**src/rtl/real_ramp_pkg.sv**
```systemverilog
// Shared types and elaboration-time helpers for the real-valued ramp generator.
package real_ramp_pkg;

  typedef enum logic [1:0] {
    IDLE = 2'd0,
    RUN  = 2'd1,
    DONE = 2'd2
  } state_e;

  // Real to signed Q(frac) with round-to-nearest, ties away from zero, clamped to width bits.
  function automatic int to_q(real r, int frac, int width);
    real scaled;
    int  q_max;
    int  q_min;
    int  q;
    scaled = r * (2.0 ** frac);
    q_max  = (1 << (width - 1)) - 1;
    q_min  = -(1 << (width - 1));
    if (scaled >= real'(q_max)) return q_max;
    if (scaled <= real'(q_min)) return q_min;
    if (scaled >= 0.0) q = $rtoi(scaled + 0.5);
    else               q = -$rtoi(-scaled + 0.5);
    return q;
  endfunction

endpackage

```
**src/rtl/real_ramp_step.sv**
```systemverilog
// Combinational signed step add; saturates by default, wraps when REAL_RAMP_WRAP_EN is defined.
module real_ramp_step #(
  parameter int unsigned WIDTH = 8
) (
  input  logic signed [WIDTH-1:0] a,
  input  logic signed [WIDTH-1:0] step,
  output logic signed [WIDTH-1:0] sum_c,
  output logic                    ovf_c
);

  localparam logic signed [WIDTH-1:0] S_MAX = {1'b0, {(WIDTH-1){1'b1}}};
  localparam logic signed [WIDTH-1:0] S_MIN = {1'b1, {(WIDTH-1){1'b0}}};

  logic [WIDTH:0] ext;

  always_comb begin
    ext = {a[WIDTH-1], a} + {step[WIDTH-1], step};
`ifdef REAL_RAMP_WRAP_EN
    sum_c = ext[WIDTH-1:0];
    ovf_c = 1'b0;
`else
    // Sign bits of the WIDTH+1 result disagree only on overflow.
    ovf_c = ext[WIDTH] ^ ext[WIDTH-1];
    if (ovf_c) sum_c = ext[WIDTH] ? S_MIN : S_MAX;
    else       sum_c = ext[WIDTH-1:0];
`endif
  end

endmodule

```
**src/rtl/real_ramp_gen.sv**
```systemverilog
// Fixed-point ramp source with valid/ready output; start/step given as real parameters.
// Optional build macro REAL_RAMP_WRAP_EN: step add wraps and sat_o stays 0.
module real_ramp_gen
  import real_ramp_pkg::*;
#(
  parameter int unsigned WIDTH   = 8,
  parameter int unsigned FRAC    = 4,
  parameter real         START_R = 0.5,
  parameter real         STEP_R  = 0.25,
  parameter int unsigned COUNT   = 16
) (
  input  logic                    clk,
  input  logic                    rst_n,
  input  logic                    start_i,
  input  logic                    stop_i,
  input  logic                    ready_i,
  output logic                    valid_o,
  output logic signed [WIDTH-1:0] data_o,
  output logic                    last_o,
  output logic                    busy_o,
  output logic                    done_o,
  output logic                    sat_o
);

  localparam int START_QI = to_q(START_R, int'(FRAC), int'(WIDTH));
  localparam int STEP_QI  = to_q(STEP_R, int'(FRAC), int'(WIDTH));
  localparam logic signed [WIDTH-1:0] START_Q = WIDTH'(START_QI);
  localparam logic signed [WIDTH-1:0] STEP_Q  = WIDTH'(STEP_QI);

  localparam int unsigned IDX_W    = (COUNT > 1) ? $clog2(COUNT) : 1;
  localparam logic [IDX_W-1:0] LAST_IDX = IDX_W'(COUNT - 1);

  state_e                  state_q, state_n;
  logic [IDX_W-1:0]        idx_q, idx_n;
  logic signed [WIDTH-1:0] data_q, data_n;
  logic                    valid_q, valid_n;
  logic                    last_q, last_n;
  logic                    busy_q, busy_n;
  logic                    done_q, done_n;
  logic                    sat_q, sat_n;
  logic                    abort_q, abort_n;

  logic signed [WIDTH-1:0] sum_c;
  logic                    ovf_c;
  logic                    xfer_c;

  real_ramp_step #(
    .WIDTH (WIDTH)
  ) u_step (
    .a     (data_q),
    .step  (STEP_Q),
    .sum_c (sum_c),
    .ovf_c (ovf_c)
  );

  assign xfer_c = valid_q & ready_i;

  // Next-state and next-output logic; every output is registered below.
  always_comb begin
    state_n = state_q;
    idx_n   = idx_q;
    data_n  = data_q;
    valid_n = valid_q;
    last_n  = last_q;
    busy_n  = busy_q;
    done_n  = 1'b0;
    sat_n   = sat_q;
    abort_n = abort_q;

    case (state_q)
      IDLE: begin
        busy_n = 1'b0;
        if (start_i) begin
          state_n = RUN;
          idx_n   = '0;
          data_n  = START_Q;
          valid_n = 1'b1;
          last_n  = (COUNT == 1);
          busy_n  = 1'b1;
          sat_n   = 1'b0;
          abort_n = 1'b0;
        end
      end
      RUN: begin
        if (xfer_c) begin
          // An abort seen before or with this beat makes it the final one.
          if (last_q || abort_q || stop_i) begin
            state_n = DONE;
            valid_n = 1'b0;
            last_n  = 1'b0;
            done_n  = 1'b1;
            abort_n = 1'b0;
          end else begin
            idx_n  = IDX_W'(idx_q + 1'b1);
            data_n = sum_c;
            last_n = (IDX_W'(idx_q + 1'b1) == LAST_IDX);
            sat_n  = sat_q | ovf_c;
          end
        end else if (stop_i) begin
          abort_n = 1'b1;
        end
      end
      DONE: begin
        state_n = IDLE;
        busy_n  = 1'b0;
      end
      default: begin
        state_n = IDLE;
        valid_n = 1'b0;
        last_n  = 1'b0;
        busy_n  = 1'b0;
      end
    endcase
  end

  always_ff @(posedge clk or negedge rst_n) begin
    if (!rst_n) begin
      state_q <= IDLE;
      idx_q   <= '0;
      data_q  <= '0;
      valid_q <= 1'b0;
      last_q  <= 1'b0;
      busy_q  <= 1'b0;
      done_q  <= 1'b0;
      sat_q   <= 1'b0;
      abort_q <= 1'b0;
    end else begin
      state_q <= state_n;
      idx_q   <= idx_n;
      data_q  <= data_n;
      valid_q <= valid_n;
      last_q  <= last_n;
      busy_q  <= busy_n;
      done_q  <= done_n;
      sat_q   <= sat_n;
      abort_q <= abort_n;
    end
  end

  assign valid_o = valid_q;
  assign data_o  = data_q;
  assign last_o  = last_q;
  assign busy_o  = busy_q;
  assign done_o  = done_q;
  assign sat_o   = sat_q;

endmodule

```
**config.mk**
```make
export PLATFORM = sky130hd
export DESIGN_NAME = real_ramp_gen
export DESIGN_NICKNAME = d
export VERILOG_FILES = /design/src/rtl/real_ramp_pkg.sv /design/src/rtl/real_ramp_step.sv /design/src/rtl/real_ramp_gen.sv
export SDC_FILE = /design/constraint.sdc
export NUM_CORES = 1
export LEC_CHECK = 0
export CORE_MARGIN = 8
export CORE_UTILIZATION = 35
export DETAILED_ROUTE_END_ITERATION = 16
export SYNTH_ARGS = -nofsm -noshare
export SYNTH_HDL_FRONTEND = slang
export SYNTH_SLANG_ARGS = --single-unit
```
**constraint.sdc**
```tcl
create_clock -name clk -period 2.42 [get_ports clk]
set_input_delay 0.484 -clock clk [delete_from_list [all_inputs] [get_ports clk]]
set_output_delay 0.484 -clock clk [all_outputs]
set_load 0.005 [all_outputs]
```
==> results of run 1 <==
## layout by cell type (no fill, tap or decap), types with 2 or more instances in the layout
| cell type | count |
|---|---|
| a21oi_1 | 7 |
| a31oi_1 | 4 |
| clkbuf_4 | 3 |
| clkdlybuf4s50_1 | 17 |
| dfrtp_1 | 19 |
| ha_1 | 4 |
| inv_1 | 8 |
| nand2_1 | 16 |
| nand2b_1 | 5 |
| nand3_1 | 6 |
| nor2_1 | 2 |
| nor2b_1 | 2 |
| nor3b_1 | 2 |
| o21ai_1 | 10 |
| o22ai_1 | 4 |
| or3_1 | 2 |
| xnor2_1 | 2 |
## synthesized netlist by cell type (all sizes together), types with 2 or more instances
master / count / area, sq um
dfrtp: 19 / 475
nand2: 16 / 60.1
o21ai: 11 / 55.1
inv: 8 / 30.0
a21oi: 7 / 35.0
nand3: 6 / 30.0
nand2b: 5 / 31.3
a31oi: 4 / 25.0
buf: 4 / 28.8
ha: 4 / 50.1
o22ai: 4 / 25.0
clkbuf: 3 / 11.3
nor2: 3 / 18.8
nor2b: 2 / 12.5
nor3b: 2 / 15.0
or3: 2 / 12.5
xnor2: 2 / 17.5
## state kept, by name, indices dropped and copies added (netlist names)
name,flops
idx_q,4
busy_o,1
valid_o,1
state_q,2
done_o,1
last_o,1
sat_o,1
data_o,7
abort_q,1
## layer usage
| metal | vias to the layer above | wire (um) | global-route usage (%) | share of wire (%) |
|---|---|---|---|---|
| li1 | 426 | - | - | - |
| met1 | 414 | 1030 | 10.6 | 48 |
| met2 | 21 | 948 | 13.3 | 44 |
| met3 | 2 | 144 | 3.11 | 6.8 |
| met4 | 0 | 10 | 2.68 | 0.47 |
| met5 | - | 0 | 0 | 0 |
## kinds of logic (layout without fill, tap and decap cells)
group                    after synthesis  count (layout)  synth area share, %
XOR/XNOR                               3               3                 2.54
flip-flops                            19              19                 46.0
buffers and inverters                 15              30                 6.78
adder cells (fa/ha/maj)                4               4                 4.84
AO/OA/AOI/OAI                         32              32                 20.1
AND/OR/NAND/NOR                       40              40                 19.7
## worst paths after layout
path                       cells after the start      start  slack [ps]        end
max in group asynchronous                      2      rst_n        1700     busy_o
min in group asynchronous                      2      rst_n         520  data_o[2]
hold / removal                                 1   idx_q[3]         510   idx_q[3]
setup reg to reg                               7  data_o[2]         410  data_o[5]
setup / recovery                               7  data_o[2]         410  data_o[5]
hold reg to reg                                1   idx_q[3]         510   idx_q[3]
## stage by stage
step / setup slack [ps] / instances
6_report: 412 / 159
5_1_grt: 284 / 159
4_1_cts: 417 / 159
3_5_place_dp: 182 / 155
3_3_place_gp: 251 / 155
2_1_floorplan: 551 / 113
## cell type report
cell class	count	area, sq um
inverters	8	30.0
repair buffers	18	178
clock buffers	4	26.3
fillers	276	1550
multi-input cells	79	488
well taps	31	38.8
flip-flops and latches	19	475
## report_power, final
part	internal (mW)	leakage, nW	switching [mW]	total, mW
Sequential	0.422	0.241	0.131	0.553
Clock	0.0641	0.0150	0.0926	0.157
Combinational	0.327	0.278	0.334	0.661
==> summary.md, run 1 <==
| Metric | Value |
|---|---|
| Final setup fails | 0 |
| Buf/Inv on CP | 0 |
| Vias in the first global route | about 800 |
| Initial Util | a little under two fifths |
| Final-stage net count | 138 |
| Post-DP Area | 1210 sq um |
| Synth async-reset ratio | between 90% and 100% |
| CP top delay family | adder cells |
| Area of the core | about 2800 sq um |
| # rows | 19 |
| Crit-path cells | ha_1 > nand4_1 > nand2_1 > ha_1 > a21oi_1 > a31oi_1 > o22ai_1 |
| Total power | about 1.4 mW |
| Post-Syn Nets | roughly 120 |
| Worst Setup Start Kind | flop |
| Via/cell ratio | approximately 5.4 |
| WP data arrival | 2220 ps |
| GRT Residual Overflow | 0 |
| Fin area | 1240 sq um |
| Io pins | 18 |
| Final hold violation count | 0 |
| H-tree lvl count | 1 |
| Outcome | completed |
| Synth-to-layout area growth | 19.6% |
| Final GP Congestion | roughly 0.79 |
| Port bufs | 17 |
| WL/cell | 13.4 um |
| YS warnings | 0 |
| Max-cap check violation count | 0 |
| Setup CP Type | flop to flop |
| Tot GR Track Use | ~8.5% |
| Post_cts resized | 0 |
| Util after Layout | between 40% and 50% |
| DRT iter0 DRCs | 38 |
| Register bit total from synthesis | 19 |
| WHS | between 500 and 600 ps |
| EDFF count, synth | 0 |
| Ys flop type | dfrtp_1 |
| Initial antenna violation count | 0 |
| Slew @ Worst Pin | 426 ps |
| Largest net degree at the start of global routing | 20 |
| CTS hold repair buffers | 0 |
| Slowest cell on crit path | ha_1 |
| Fmax | ~0.5 GHz |
| Clock Pin Slew Worst Setup and Hold Paths | about 100 ps |
| Clock Sinks | 19 |
| Die W | ~70 um |
| Drt first pass iters | 4 |
| Setup TNS | 0 ps |
| Mapped Avg Cell Area | 9.15 sq um |
| Final period util | about 83% |
| Clock buffer depth | 2 |
| Clock skew | 0.545 ps |
| Ant diodes | 0 |
| Synth cell types | 32 |
| Max_slew headroom | between 70% and 80% |
| Drc violations | 0 |
| Post-CTS Setup Inserts | 0 |
| Die span in y | ~70 um |
| DRT antenna net count | 0 |
| Clk Tree Root Cell | clkbuf_4 |
| Share of cells above drive strength 1 | under 10% |
| CP Data Required Time | 2630 ps |
| Maximum vdd drop | approximately 840 uV |
| Worst Hold Class | flop to flop |
| Total CTS buffers | 3 |
| CP Capture Type | flop |
| Shortest period the worst path allows | about 2000 ps |
| Clk_lat worst skew | 290 ps |
| P_leak | between 0.5 and 0.6 nW |
| Critical Path Fanout Max | 13 |
| Die area | ~4900 sq um |
| Hpwl dp | between 1.5 and 2 mm |
| CTS tree | built |
| Mapped Cells | 113 |
| Via Count | between 800 and 900 |
| Mapped Area | around 1000 sq um |
| Slew Limit Fails | 0 |
| Pwr dens | ~1100 nW/um^2 |
| Unrepaired setup endpoints after global routing | false |
| Routed wire length | around 2.1 mm |
| Global-route wire length before repair | between 3 and 4 mm |
| CP most frequent cell | ha_1 |
| CP max stage delay | 480 ps |
| Register area share after synthesis | 46.0% |
Note: power is estimated with default switching activity, not from simulation.
==> run 2, diff against run 1 <==
==> constraint.sdc (replaced) <==
create_clock -name clk -period 1.7 [get_ports clk]
set_input_delay 0.34 -clock clk [delete_from_list [all_inputs] [get_ports clk]]
set_output_delay 0.34 -clock clk [all_outputs]
set_load 0.005 [all_outputs]
==> summary.md, run 2 (synthesized netlist as in run 1, its figures left out) <==
| Metric | Value |
|---|---|
| Outcome | complete, but fails checks |
| Failing checks | setup timing |
| Final-stage net count | around 160 |
| Unrepaired setup endpoints after global routing | true |
| Final GP Congestion | slightly above 0.8 |
| Vias in the first global route | roughly 1000 |
| Sw power | 1.04 mW |
| Maximum vdd drop | ~1300 uV |
| Die span in y | 70.3 um |
| Total CTS buffers | 3 |
| DRT iter0 DRCs | 30 |
| Clock Sinks | 19 |
| Clk Tree Root Cell | clkbuf_4 |
| Worst Setup Start Kind | flop |
| Synth-to-layout area growth | 46.5% |
| Hpwl dp | roughly 1.9 mm |
| CP Capture Type | flop |
| Worst Hold Class | input pin to asynchronous set/reset pin |
| Drc violations | 0 |
| CP Data Required Time | between 1500 and 2000 ps |
| Drt first pass iters | 4 |
| Share of cells above drive strength 1 | 26.7% |
| P_leak | roughly 0.65 nW |
| Clock buffer depth | 2 |
| Worst R2R Start | data_o[3] |
| Io pins | 18 |
| Via/cell ratio | ~5.4 |
| Worst r2r path cells | 7 |
| WL/cell | 15.1 um |
| Pwr dens | between 1500 and 2000 nW/um^2 |
| Final period util | 101% |
| # rows | 19 |
| Slew @ Worst Pin | roughly 320 ps |
| Slew Limit Fails | 0 |
| Setup CP Type | flop to flop |
| Highest metal used | met4 |
| Total power | between 2 and 3 mW |
| Clk pwr share | 9.1% |
| Port bufs | 17 |
| CTS tree | built |
| Inst Count DP | 170 |
| Final hold violation count | 0 |
| Max reg flops | 7 |
| Tot GR Track Use | 10.4% |
| Metal3 WL | around 150 um |
| Non-filler instance count after layout | 177 |
| Area of the core | between 2000 and 3000 sq um |
| Clk_lat worst skew | 290 ps |
| Die area | approximately 5000 sq um |
| Critical Path Fanout Max | 8 |
| Routed wire length | about 2.7 mm |
| Ant diodes | 0 |
| WP data arrival | 1930 ps |
| Initial Util | 37.2% |
| Most frequent cells in the layout | dfrtp_1, buf_4, nand2_1 |
| Comb power frac | around 60% |
| Max_slew headroom | approximately four fifths |
| Max-cap check violation count | 0 |
| Shortest period the worst path allows | roughly 1700 ps |
| DRT antenna net count | 0 |
| RR Endpoint | data_o[0] |
| Clock skew | about 6.6 ps |
| Sw Share | between 40% and 50% |
| Clock Pin Slew Worst Setup and Hold Paths | 110 ps |
| Final setup margin | -21.7 ps |
| H-tree lvl count | 1 |
| Sequential share of power | between 30% and 40% |
| Global-route wire length before repair | roughly 4.4 mm |
| Internal power | around 1.5 mW |
| Fmax | slightly below 0.6 GHz |
| Die W | between 70 and 80 um |
| Via Count | about 960 |
| Metal-1 WL | 1.20 mm |
| Initial antenna violation count | 0 |
| GRT Residual Overflow | 0 |
| Largest net degree at the start of global routing | 20 |
| R2r setup slk | -20 ps |
| Final setup fails | 2 |
| Met2 wire len | approximately 1.3 mm |
run 2: cell types whose count changed in the layout (fill, tap and decap cells not counted), sizes merged:
cell | before | now
clkdlybuf4s50 | 17 | 15
dlymetal6s2s | 0 | 2
o32a | 1 | 2
buf | 1 | 18
run 2: what timing repair did:
| item | in CTS | in global routing |
|---|---|---|
| resized for setup | 2 | 17 |
| buffers inserted | 1 | 1 |
| endpoints found under the setup margin | 4 | 11 |
| gates cloned | 0 | 1 |
| pin swaps | 1 | 10 |
| hold buffers | 0 | 0 |
run 2: power by group through the flow:
stage,Clock (mW),Combinational [mW],Sequential (mW)
after CTS,0.235,1.27,0.754
after detailed placement,0,1.24,0.761
final,0.227,1.51,0.766
after global routing,0.255,1.67,0.792
after floorplan,0,0.765,0.755
after global placement,0,1.20,0.751
run 2: how the worst max path moves through the flow:
stage / startpoint / end / slack (ps) / depth (start not counted)
2_1_floorplan: data_o[2] / sat_o / -10 / 8
6_report: data_o[3] / data_o[0] / -20 / 7
3_3_place_gp: stop_i / last_o / -280 / 5
3_5_place_dp: stop_i / data_o[0] / -310 / 4
4_1_cts: abort_q / last_o / 3 / 4
5_1_grt: data_o[3] / data_o[5] / -120 / 7
run 2: layout make-up:
class	count	area, sq um
clock buffer	4	26.3
fill	270	1270
inverter	8	30.0
multi-input combinational	80	623
sequential	19	478
tap	31	38.8
timing repair buffer	35	318
run 2: worst max-delay path, cell delays in order (launching register included):
cell	delay (ps)
dfrtp_1	420
and3_4	220
nand3_4	100
xnor2_4	160
ha_4	350
buf_8	150
nand3_1	130
o311ai_4	110
run 2: metal layers:
layer  vias to the layer above  global-route usage (%)
li1                        464                       -
met1                       464                    11.8
met2                        25                    18.1
met3                         2                    3.53
met4                         0                    2.01
met5                         -                       0
run 2: stage by stage:
stage                     setup TNS (ps)  setup WS, ps  instance area, sq um  utilization (%)  hold slack (ps)
final                              -38.3         -21.7                  1510             54.4              377
after global routing                -533          -123                  1510             54.4              397
after CTS                              0          3.13                  1400             50.3              380
after floorplan                    -31.1         -12.5                  1080                -             44.4
after global placement             -2620          -277                  1360             48.9              491
after detailed placement           -2950          -313                  1360             48.9              490
